## src/rtl/pc_word_arbiter.sv

```systemverilog
// pc_word_arbiter: three-input round-robin word arbiter with a one-word output slice.
// Codes 13 and 14 open a two-word packet.
// The input owning the lock keeps exclusive access until its second word moves, or until
// the stall timeout abandons the packet and sets a sticky error flag.
// Handshake: a word moves on any channel at a rising clk edge where valid and accept are
// both 1. Accepts are computed from valids, arbiter state and output-slice occupancy only,
// never from data. A source holds its word stable until it is accepted.
module pc_word_arbiter #(
    parameter  int NPCcode     = 8,
    parameter  int NPCdata     = 24,
    parameter  int NPCroute    = 11,
    parameter  int TIMEOUT_CYC = 1024,
    localparam int W           = NPCroute + NPCcode + NPCdata
) (
    input  logic         clk,
    input  logic         reset,
    input  logic [W-1:0] in0_d,
    input  logic [W-1:0] in1_d,
    input  logic [W-1:0] in2_d,
    input  logic         in0_v,
    input  logic         in1_v,
    input  logic         in2_v,
    output logic         in0_a,
    output logic         in1_a,
    output logic         in2_a,
    output logic [W-1:0] out_d,
    output logic         out_v,
    input  logic         out_a,
    output logic         err_timeout,
    output logic [1:0]   grant_idx
);

    localparam int CW = $clog2(TIMEOUT_CYC) + 1;
    localparam logic [CW-1:0] STALL_LIMIT = CW'(TIMEOUT_CYC - 1);

    typedef enum logic {
        ST_ARB  = 1'b0,
        ST_LOCK = 1'b1
    } state_t;

    // Registered state.
    state_t        state_q, state_d;
    logic [1:0]    ptr_q, ptr_d;
    logic [1:0]    grant_q, grant_d;
    logic [CW-1:0] stall_q, stall_d;
    logic          err_q, err_d;
    logic          out_v_q, out_v_d;
    logic [W-1:0]  out_d_q, out_d_d;

    // Combinational datapath.
    logic [1:0]         sel;
    logic [1:0]         cand1;
    logic [1:0]         cand2;
    logic [W-1:0]       sel_word;
    logic [NPCcode-1:0] sel_code;
    logic               sel_is_pair;
    logic               load_ok;
    logic               xfer;

    // Round-robin successor over the three inputs.
    function automatic logic [1:0] wrap_inc(input logic [1:0] x);
        return (x == 2'd2) ? 2'd0 : x + 2'd1;
    endfunction

    // Valid bit of input idx.
    function automatic logic valid_of(input logic [1:0] idx, input logic v0,
                                      input logic v1, input logic v2);
        logic v;
        case (idx)
            2'd0:    v = v0;
            2'd1:    v = v1;
            default: v = v2;
        endcase
        return v;
    endfunction

    // The slice can take a word when it is empty or is being drained this cycle.
    assign load_ok = !out_v_q || out_a;

    assign cand1 = wrap_inc(ptr_q);
    assign cand2 = wrap_inc(cand1);

    // Pick the input that may move this cycle: the lock owner, else first valid from ptr.
    always_comb begin
        sel = ptr_q;
        if (state_q == ST_LOCK) begin
            sel = grant_q;
        end else if (valid_of(ptr_q, in0_v, in1_v, in2_v)) begin
            sel = ptr_q;
        end else if (valid_of(cand1, in0_v, in1_v, in2_v)) begin
            sel = cand1;
        end else if (valid_of(cand2, in0_v, in1_v, in2_v)) begin
            sel = cand2;
        end
    end

    // Route the selected input's word to the slice input.
    always_comb begin
        sel_word = in2_d;
        case (sel)
            2'd0:    sel_word = in0_d;
            2'd1:    sel_word = in1_d;
            default: sel_word = in2_d;
        endcase
    end

    assign sel_code    = sel_word[NPCdata +: NPCcode];
    assign sel_is_pair = (sel_code == NPCcode'(13)) || (sel_code == NPCcode'(14));

    // Accepts are forced low while reset is asserted so nothing can move during reset.
    assign in0_a = !reset && load_ok && in0_v && (sel == 2'd0);
    assign in1_a = !reset && load_ok && in1_v && (sel == 2'd1);
    assign in2_a = !reset && load_ok && in2_v && (sel == 2'd2);
    assign xfer  = in0_a || in1_a || in2_a;

    // Arbitration FSM: lock on a packet's first word, release on its second or on timeout.
    always_comb begin
        state_d = state_q;
        ptr_d   = ptr_q;
        grant_d = grant_q;
        stall_d = stall_q;
        err_d   = err_q;
        case (state_q)
            ST_ARB: begin
                if (xfer) begin
                    if (sel_is_pair) begin
                        state_d = ST_LOCK;
                        grant_d = sel;
                        stall_d = '0;
                    end else begin
                        ptr_d = wrap_inc(sel);
                    end
                end
            end
            ST_LOCK: begin
                if (xfer) begin
                    state_d = ST_ARB;
                    ptr_d   = wrap_inc(grant_q);
                    stall_d = '0;
                end else if (stall_q == STALL_LIMIT) begin
                    state_d = ST_ARB;
                    ptr_d   = wrap_inc(grant_q);
                    stall_d = '0;
                    err_d   = 1'b1;
                end else begin
                    stall_d = stall_q + CW'(1);
                end
            end
            default: begin
                state_d = ST_ARB;
            end
        endcase
    end

    // Output slice: load the accepted word, or empty out when drained with nothing new.
    always_comb begin
        out_v_d = out_v_q;
        out_d_d = out_d_q;
        if (load_ok) begin
            out_v_d = xfer;
            if (xfer) begin
                out_d_d = sel_word;
            end
        end
    end

    // State registers; reset abandons any lock and discards the slice contents.
    always_ff @(posedge clk or posedge reset) begin
        if (reset) begin
            state_q <= ST_ARB;
            ptr_q   <= 2'd0;
            grant_q <= 2'd0;
            stall_q <= '0;
            err_q   <= 1'b0;
            out_v_q <= 1'b0;
            out_d_q <= '0;
        end else begin
            state_q <= state_d;
            ptr_q   <= ptr_d;
            grant_q <= grant_d;
            stall_q <= stall_d;
            err_q   <= err_d;
            out_v_q <= out_v_d;
            out_d_q <= out_d_d;
        end
    end

    assign out_v       = out_v_q;
    assign out_d       = out_d_q;
    assign err_timeout = err_q;
    assign grant_idx   = grant_q;

endmodule

```

## config.mk

```make
export PLATFORM = sky130hd
export DESIGN_NAME = pc_word_arbiter
export DESIGN_NICKNAME = d
export VERILOG_FILES = /design/src/rtl/pc_word_arbiter.sv
export SDC_FILE = /design/constraint.sdc
export NUM_CORES = 1
export LEC_CHECK = 0
export BUFFER_PORTS_ARGS = -buffer_cell sky130_fd_sc_hd__buf_2
export CAP_MARGIN = 20
export CORE_ASPECT_RATIO = 1.2
export CORE_MARGIN = 2
export CORE_UTILIZATION = 45
export CTS_BUF_LIST = sky130_fd_sc_hd__clkbuf_8
export DETAILED_ROUTE_END_ITERATION = 7
export HOLD_SLACK_MARGIN = 0.15
export PLACE_DENSITY = 0.76
export RECOVER_POWER = 100
export SKIP_LAST_GASP = 1
export SLEW_MARGIN = 20
export SYNTH_ARGS = -nofsm -noshare
export SYNTH_HDL_FRONTEND = slang
export SYNTH_SLANG_ARGS = --single-unit
```

## constraint.sdc

```tcl
create_clock -name clk -period 5.4 [get_ports clk]
set_clock_uncertainty 0.2 [all_clocks]
set_input_delay 0.27 -clock clk [delete_from_list [all_inputs] [get_ports clk]]
set_output_delay 0.27 -clock clk [all_outputs]
set_load 0.05 [all_outputs]
```

# --- Word-level counts from Yosys, hierarchy flattened ---
# Cells that the tools add are included.
op_classes:
  n_addsub: 5
  eq_ne: 15
  mux: 33
  bitwise: 2
  reduce_logical: 22
ops:
  columns: ["op", "count"]
  rows:
  - ["case mux 43 bit (2 select lines)", 1]
  - ["two-way mux 11 bit", 4]
  - ["two-way mux 2 bit", 12]
  - ["case mux 11 bit (2 select lines)", 1]
  - ["equality test 8 x 4 -> 1 bit, second input constant", 2]
  - ["adder 11 x 1 -> 11 bit, second input constant", 1]
  - ["equality test 11 x 10 -> 1 bit, second input constant", 1]
  - ["two-way mux 1 bit", 10]
  - ["AND reduction 3 bit", 3]
  - ["adder 2 x 1 -> 2 bit, second input constant", 4]
  - ["equality test 2 x 1 -> 1 bit, second input constant", 4]
  - ["equality test 2 bit, second input constant", 4]
  - ["zero test 2 bit", 4]
  - ["case mux 1 bit (2 select lines)", 4]
  - ["logical AND 1 bit", 7]
  - ["!= test 2 bit, second input constant", 3]
  - ["logical OR 1 bit", 4]
  - ["case mux 2 bit (2 select lines)", 1]
  - ["AND reduction 2 bit", 2]
  - ["!= test 3 x 1 -> 1 bit, second input constant", 1]
  - ["zero test 1 bit", 2]
  - ["NOT 1 bit", 2]
totals:
  reg_bits: 61
  in_bits: 135
  out_inout_bits: 50

# --- Logic depth before layout (Yosys ltp) ---
# Gate-level depths: netlist of run 1.
logic_depth:
  word_depth: 20
  depth_mapped: 10

# --- Least setup slack after synthesis of run 1 ---
# OpenSTA, ideal clock, no wires.
synth_path:
  path_type: "input -> register"
  start: "input port reset"
  end: "register stall_q[6]"
  setup_ps: 131
  arrival_time_ps: 3515
  t_required_ps: 5069
  slack_ps: 1554
  path_stages: 8
  n_path_buf: 2
  path_cell_list: "inv_1 > nand3_1 > a211oi_2 > a311oi_2 > buf_2 > o31ai_1 > buf_2 > o211ai_1"
synth_between:
  elab_chain_cells: 8
  word_cells_on_any_way: 14
  cone_classes: "eq/ne (1); mux (2); reduce/logical (11)"
synth_lines:
  columns: ["element", "line", "rtl"]
  rows:
  - ["start, declared", "16", "input logic reset,"]
  - ["zero test 1 bit (no source line) *", null, null]
  - ["logical AND 1 bit * (3 in a row)", "112", "assign in1_a = !reset && load_ok && in1_v && (sel == 2'd1);"]
  - ["via in1_a", "24", "output logic in1_a,"]
  - ["logical OR 1 bit * (2 in a row)", "114", "assign xfer = in0_a || in1_a || in2_a;"]
  - ["two-way mux 11 bit / != test 2 bit (equally long branches)", null, null]
  - ["case mux 11 bit (2 select lines) / AND reduction 2 bit (equally long branches)", null, null]
  - ["end signal, assigned", "181", "stall_q <= stall_d;"]
  - ["end, declared", "45", "logic [CW-1:0] stall_q, stall_d;"]
# Mark *: on every way through the listed nets, which the timed path passes. The rest lies on a longest branch.
# A chain may end at the register's enable or synchronous reset.

==> results of run 1 <==
[cells by family after synthesis]
family | count (synthesis) | share of synthesized area [%]
xor gates and xnor gates | 6 | 1.44
AOI/OAI and AO/OA | 123 | 20.7
and+or+nand+nor | 131 | 16.5
adders and majority gates | 1 | 0.343
buffers and inverters | 49 | 5.56
muxes | 49 | 13.6
DFF | 61 | 41.9
[per-stage QoR]
stage	hold WS [ns]	util (%)
finish	0.164	69.6
global route	0.210	69.6
CTS	0.150	70.7
detailed placement	-0.0305	59.6
global placement	-0.0330	59.6
floorplan	0.262	-
[layer usage]
metal	routed length, um	share of wire [%]	track usage, %
met1	4630	39	30.5
met2	6230	52	48.1
met3	694	5.8	3.92
met4	471	3.9	15.1
met5	0	0	0
[flip-flops by register name (all words and copies together), names as in the netlist]
signal and count:
stall_q 11, grant_idx 2, ptr_q 2, state_q 1, out_d 43, out_v 1
err_timeout 1
[worst max path at each step]
stage,endpoint,cells past startpoint,slack (ns),startpoint
floorplan,stall_q[6],8,1.55,reset
global placement,stall_q[7],8,2.06,state_q
detailed placement,stall_q[7],8,1.97,state_q
CTS,stall_q[7],8,1.96,state_q
global route,out_d[28],4,0.95,reset
finish,state_q,4,1.69,reset
[final cells by class]
cell class              count  area share, %
inverters                  23           1.59
flip-flops and latches     61           28.2
clock inverters             7           2.24
well taps                  92           2.12
multi-input cells         310           35.7
repair buffers            251           27.9
clock buffers               9           2.28
[critical path: cells and delay by family]
family	cells	cell delay, ns
buf+inv	4	2.99
[power groups by stage]
stage | combinational (mW) | sequential, mW | clock (mW)
4_1_cts | 1.50 | 0.753 | 0.502
3_3_place_gp | 1.40 | 0.749 | 0
2_1_floorplan | 0.530 | 1.28 | 0
5_1_grt | 1.55 | 0.779 | 0.517
6_report | 1.47 | 0.758 | 0.500
3_5_place_dp | 1.42 | 0.757 | 0
[layout by cell type, fill, tap and decap left out, types with 2 or more instances in the layout]
master	Yosys	layout
bufinv_16	0	3
o21bai_1	4	4
o211ai_1	2	2
a21oi_1	42	41
mux2i_1	44	44
clkinv_4	0	2
nand4_1	3	3
o22ai_1	4	4
nand2b_1	7	7
dfrtp_1	61	61
nor3_1	6	7
clkbuf_8	0	9
a311oi_1	2	2
clkbuf_1	11	50
buf_2	15	136
a222oi_1	4	4
inv_1	22	23
or2_0	1	2
a211oi_1	2	2
buf_4	0	3
mux2_2	5	4
dlygate4sd3_1	0	62
nand2_1	42	42
and3_1	4	4
and4_1	2	2
o21ai_0	37	40
and2_1	2	2
a221oi_1	3	4
a21boi_0	2	2
nor2_1	45	46
o21ai_1	7	4
or3_1	2	2
a22oi_1	2	2
nand3_1	7	8
nor2b_1	4	4
xnor2_1	5	5
[repair_timing]
item | 4_1_cts | 5_1_grt
hold buffers | 62 | 0
endpoints found under the setup margin | 0 | 0
hold endpoints to repair | 103 | 0
==> flow_summary.yaml, run 1 <==
pwr:
  intPower_mw: 1.35
  switchingPower_mw: 1.38
  p_total_mw: 2.72
  swShare_pct: 50.6
  pwr-share-comb_pct: 53.8
  clkPwrFrac_pct: 18.3
  ir_drop_uv: 325
  p_leak_nw: 2.71
  power_density_mw_per_mm2: 502
  pwr-share-seq_pct: 27.8
timing:
  finalSetupTns_ns: 0
  slew_headroom_pct: -99.9
  hold_violations: 0
  slew_viol_final: 59
  timing.fmax_mhz: 269
  worst_pin_slew_ns: 3.00
  setup_violations: 0
  rsz0062_at_grt: "false"
  finalCritPeriodShare_pct: 68.7
  post-route-min-period_ns: 3.71
  worst_slack_ns: 1.69
placement:
  post_dp_cell_area_sq_mm: 0.00464
  place_hpwl_um: 7990
  place_congestion: 0.835
  place_inst: 675
  io_buffers: 184
  dp_slack_ns: 1.97
critical_path:
  cp_slowest_stage_delay_ns: 2.15
  worstPathRequired_ns: 4.98
  cp.arrival_ns: 3.29
  worstReg2RegEnd: "stall_q[7]"
  r2r_slack_ns: 1.70
  cp_max_fo: 58
  path_class: "input pin to async pin"
  cp-end-kind: "async pin"
  reg2reg_from: "state_q"
  cp_slowest_cell: "clkbuf_1"
  startpoint_type: "input pin"
  crit_chain: "dlygate4sd3_1, buf_2, inv_1, clkbuf_1"
  reg2regPathDepth: 8
finish:
  multiInputGateArea_sq_mm: 0.00194
  fillers: 614
  finalInstanceArea_sq_mm: 0.00542
  instances_no_fill: 753
  area_growth_pct: 48.6
  seq_area_sq_mm: 0.00153
  nets: 792
  antenna-diode-count: 0
  layout-drive-gt1-share_pct: 24.8
status:
  status: "finished, violations left"
  violations: "max-capacitance violations, max-slew violations"
detailed_routing:
  ant_nets: 0
  dr_total_vias: 4066
  wire_per_inst_um: 16.0
  wirelength_um: 12000
  remaining_drc_errors: 0
  first_iter_violations: 279
  vias_per_cell: 5.40
  dr.pass1.iters: 7
global_route:
  grt_pass1_vias: 4058
  overflow: 0
  grt_pass1_wl_um: 18600
  antenna_found_initial: 0
  grt_max_degree: 94
  grt_usage_pct: 26.8
worst_hold_path:
  hold_depth: 5
  hold_class: "input pin to register"
  hold_end: "out_d[7]"
  min_from: "in1_d[7]"
die:
  die_h_um: 103
  coreArea_sq_mm: 0.00779
  placementRows: 35
  ioPinCount: 185
  die_x_um: 86.2
  die_area_sq_mm: 0.00884
  initial_core_util_pct: 46.8
cts:
  clock_latency_ns: 0.34
  clockBufferDepth: 2
  cts_made_buffers: 9
  htreeDepth: 3
  cts-resized-gates: 0
  cts.sinks: 61
  path_clk_slew_ns: 0.08
  cts_tree: "built"
  cts_root_buf: "clkbuf_8"
  post_cts_buffers: 0
yosys:
  synthesis.nets: 556
  synth_top_area_share_pct: 41.9
  synth-seq-cells: 61
  ys_types: 51
  synth_area_sq_mm: 0.00365
  seq_area_frac_synth_pct: 41.9
  yosys_most_used_dff: "dfrtp_1"
  syn_area_per_cell_sq_um: 8.68
  netlist_instances: 420
  synth_most_common_cell: "dfrtp_1"
  yosysTopAreaCell: "dfrtp_1"
  synth_edf_count: 0
  synth_common_cells: "dfrtp_1, nor2_1, mux2i_1, a21oi_1, nand2_1"
  synth.area.top_cells: "dfrtp_1, mux2i_1, a21oi_1"
  async_flop_share_pct: 100
  yosysWarnings: 0
run:
  maxCapViolCount: 1
Note: power is estimated with default switching activity, not from simulation.
==> inputs of run 2 (changes only) <==
--- a/config.mk
+++ b/config.mk
@@ -9,7 +9,7 @@
 export CAP_MARGIN = 20
 export CORE_ASPECT_RATIO = 1.2
 export CORE_MARGIN = 2
-export CORE_UTILIZATION = 45
+export CORE_UTILIZATION = 43
 export CTS_BUF_LIST = sky130_fd_sc_hd__clkbuf_8
 export DETAILED_ROUTE_END_ITERATION = 7
 export HOLD_SLACK_MARGIN = 0.15
==> constraint.sdc (replaced) <==
create_clock -name clk -period 3.27 [get_ports clk]
set_clock_uncertainty 0.2 [all_clocks]
set_input_delay 0.1635 -clock clk [delete_from_list [all_inputs] [get_ports clk]]
set_output_delay 0.1635 -clock clk [all_outputs]
set_load 0.05 [all_outputs]
==> run 2 against run 1 <==
Net effect:
- the run now ends clean
- flip-flop and latch count is the same
- cell count is 7.3% higher
- cell area rose by 6.0%
- sequential power is 60% higher
- critical path depth grew 7
- first-iteration DRC count down 16%
==> flow_summary.yaml, run 2 (same netlist as run 1, synthesis figures left out) <==
timing:
  slew_viol_final: 0
  worst_pin_slew_ns: 1.47
  hold_violations: 0
  setup_violations: 0
  post-route-min-period_ns: 3.16
  slew_headroom_pct: 1.95
  timing.fmax_mhz: 317
  finalSetupTns_ns: 0
  finalCritPeriodShare_pct: 96.6
critical_path:
  startpoint_type: "input pin"
  reg2regPathDepth: 9
  cp.arrival_ns: 3.20
  critPathMostFrequentCell: "dlygate4sd3_1"
  crit_chain: "dlygate4sd3_1, buf_2, dlygate4sd3_1, clkinvlp_4, and2_1, o311a_1, a311oi_4, clkbuf_16, nand3_2, or3_1, o211ai_1"
  cp_top_family: "buffers and inverters"
  cp_slowest_stage_delay_ns: 0.60
  crit_buf_inv: 5
  cp_slowest_cell: "dlygate4sd3_1"
  cp_max_fo: 13
  reg2reg_from: "ptr_q[0]"
  worstPathRequired_ns: 3.31
  path_class: "input pin to register"
  cp-end-kind: "register"
  r2r_slack_ns: 0.16
  worstReg2RegEnd: "out_d[0]"
global_route:
  overflow: 0
  grt_pass1_wl_um: 19600
  grt_max_degree: 63
  grt_usage_pct: 27.0
  antenna_found_initial: 0
  grt_pass1_vias: 4282
pwr:
  p_leak_nw: 2.84
  p_total_mw: 4.48
  power_density_mw_per_mm2: 779
  ir_drop_uv: 569
detailed_routing:
  first_iter_violations: 234
  dr.pass1.iters: 5
  remaining_drc_errors: 0
  wirelength_um: 12500
  wire_per_inst_um: 15.5
  vias_per_cell: 5.20
  dr_total_vias: 4205
  ant_nets: 0
worst_hold_path:
  hold_depth: 4
  hold_class: "input pin to register"
  min_from: "in1_d[26]"
  hold_end: "out_d[26]"
finish:
  largest_reg_flops: 43
  area_growth_pct: 57.6
  fillers: 667
  final_cell_mix: "buf_2, dlygate4sd3_1, dfrtp_1, clkbuf_1, nor2_1"
  layout-drive-gt1-share_pct: 25.8
  nets: 825
  final_common_cell: "buf_2"
  instances_no_fill: 808
  antenna-diode-count: 0
placement:
  place_inst: 702
  io_buffers: 184
  place_congestion: 0.883
  place_hpwl_um: 7920
die:
  die_h_um: 105
  placementRows: 36
  initial_core_util_pct: 44.5
  ioPinCount: 185
  coreArea_sq_mm: 0.00820
  die_x_um: 88.1
  die_area_sq_mm: 0.00924
run:
  maxCapViolCount: 0
cts:
  cts_made_buffers: 9
  cts_root_buf: "clkbuf_8"
  clock_latency_ns: 0.33
  htreeDepth: 3
  cts_tree: "built"
  clockBufferDepth: 2
  cts.sinks: 61
  path_clk_slew_ns: 0.07
status:
  status: "finished clean"
==> run 2: worst max path at each step <==
stage | start | endpoint | slack (ns) | depth (start not counted)
final | reset | stall_q[7] | 0.11 | 11
after global placement | ptr_q[1] | ptr_q[1] | 0.44 | 7
after detailed placement | ptr_q[1] | ptr_q[1] | 0.38 | 7
after global routing | reset | stall_q[7] | -0.005 | 11
after floorplan | reset | out_d[24] | 0.11 | 7
after CTS | in1_v | out_d[24] | 0.03 | 10
==> run 2: cell type report <==
class                   instances  area (sq um)  share of cell area (%)
multi-input cells             310          1960                    34.0
repair buffers                284          1850                    32.2
flip-flops and latches         61          1530                    26.6
well taps                     114           143                    2.48
clock buffers                   9           124                    2.15
inverters                      23          90.1                    1.57
clock inverters                 7          60.1                    1.04
==> run 2: stage by stage <==
| stage | worst slack, ns | hold slack, ns | util (%) | cell area, sq um |
|---|---|---|---|---|
| 2_1_floorplan | 0.114 | 0.0827 | - | 3650 |
| 3_3_place_gp | 0.439 | -0.130 | 57.6 | 4720 |
| 3_5_place_dp | 0.378 | -0.126 | 57.6 | 4720 |
| 4_1_cts | 0.0333 | 0.154 | 70.2 | 5760 |
| 5_1_grt | -0.00453 | 0.194 | 70.1 | 5750 |
| 6_report | 0.112 | 0.192 | 70.1 | 5750 |
==> run 2: worst register-to-register path: stages (launching register included) <==
cell           delay [ns]
dfrtp_1              0.43
nand2b_1             0.22
a21o_1               0.26
a31oi_4              0.25
buf_4                0.45
mux2i_1              0.35
nor2_1               0.06
a21oi_1              0.14
dlygate4sd3_1        0.57
o21ai_0              0.07
==> run 2: repair_timing <==
item / in CTS / in global routing
hold buffers: 85 / 0
resized for setup: 0 / 4
endpoints found under the hold margin: 104 / 0
endpoints found under the setup margin: 0 / 35
buffers inserted: 0 / 3
==> run 2: report_power, final <==
group,switching [mW],internal [mW]
clock,0.282,0.342
combinational,1.81,0.832
sequential,0.178,1.03
==> run 2: metal layers <==
| layer | vias up | wire length, um | global-route usage, % |
|---|---|---|---|
| met5 | - | 0 | 0 |
| met4 | 0 | 440 | 14.0 |
| met3 | 45 | 731 | 3.87 |
| met2 | 186 | 6650 | 48.3 |
| met1 | 1952 | 4670 | 30.3 |
| li1 | 2022 | - | - |
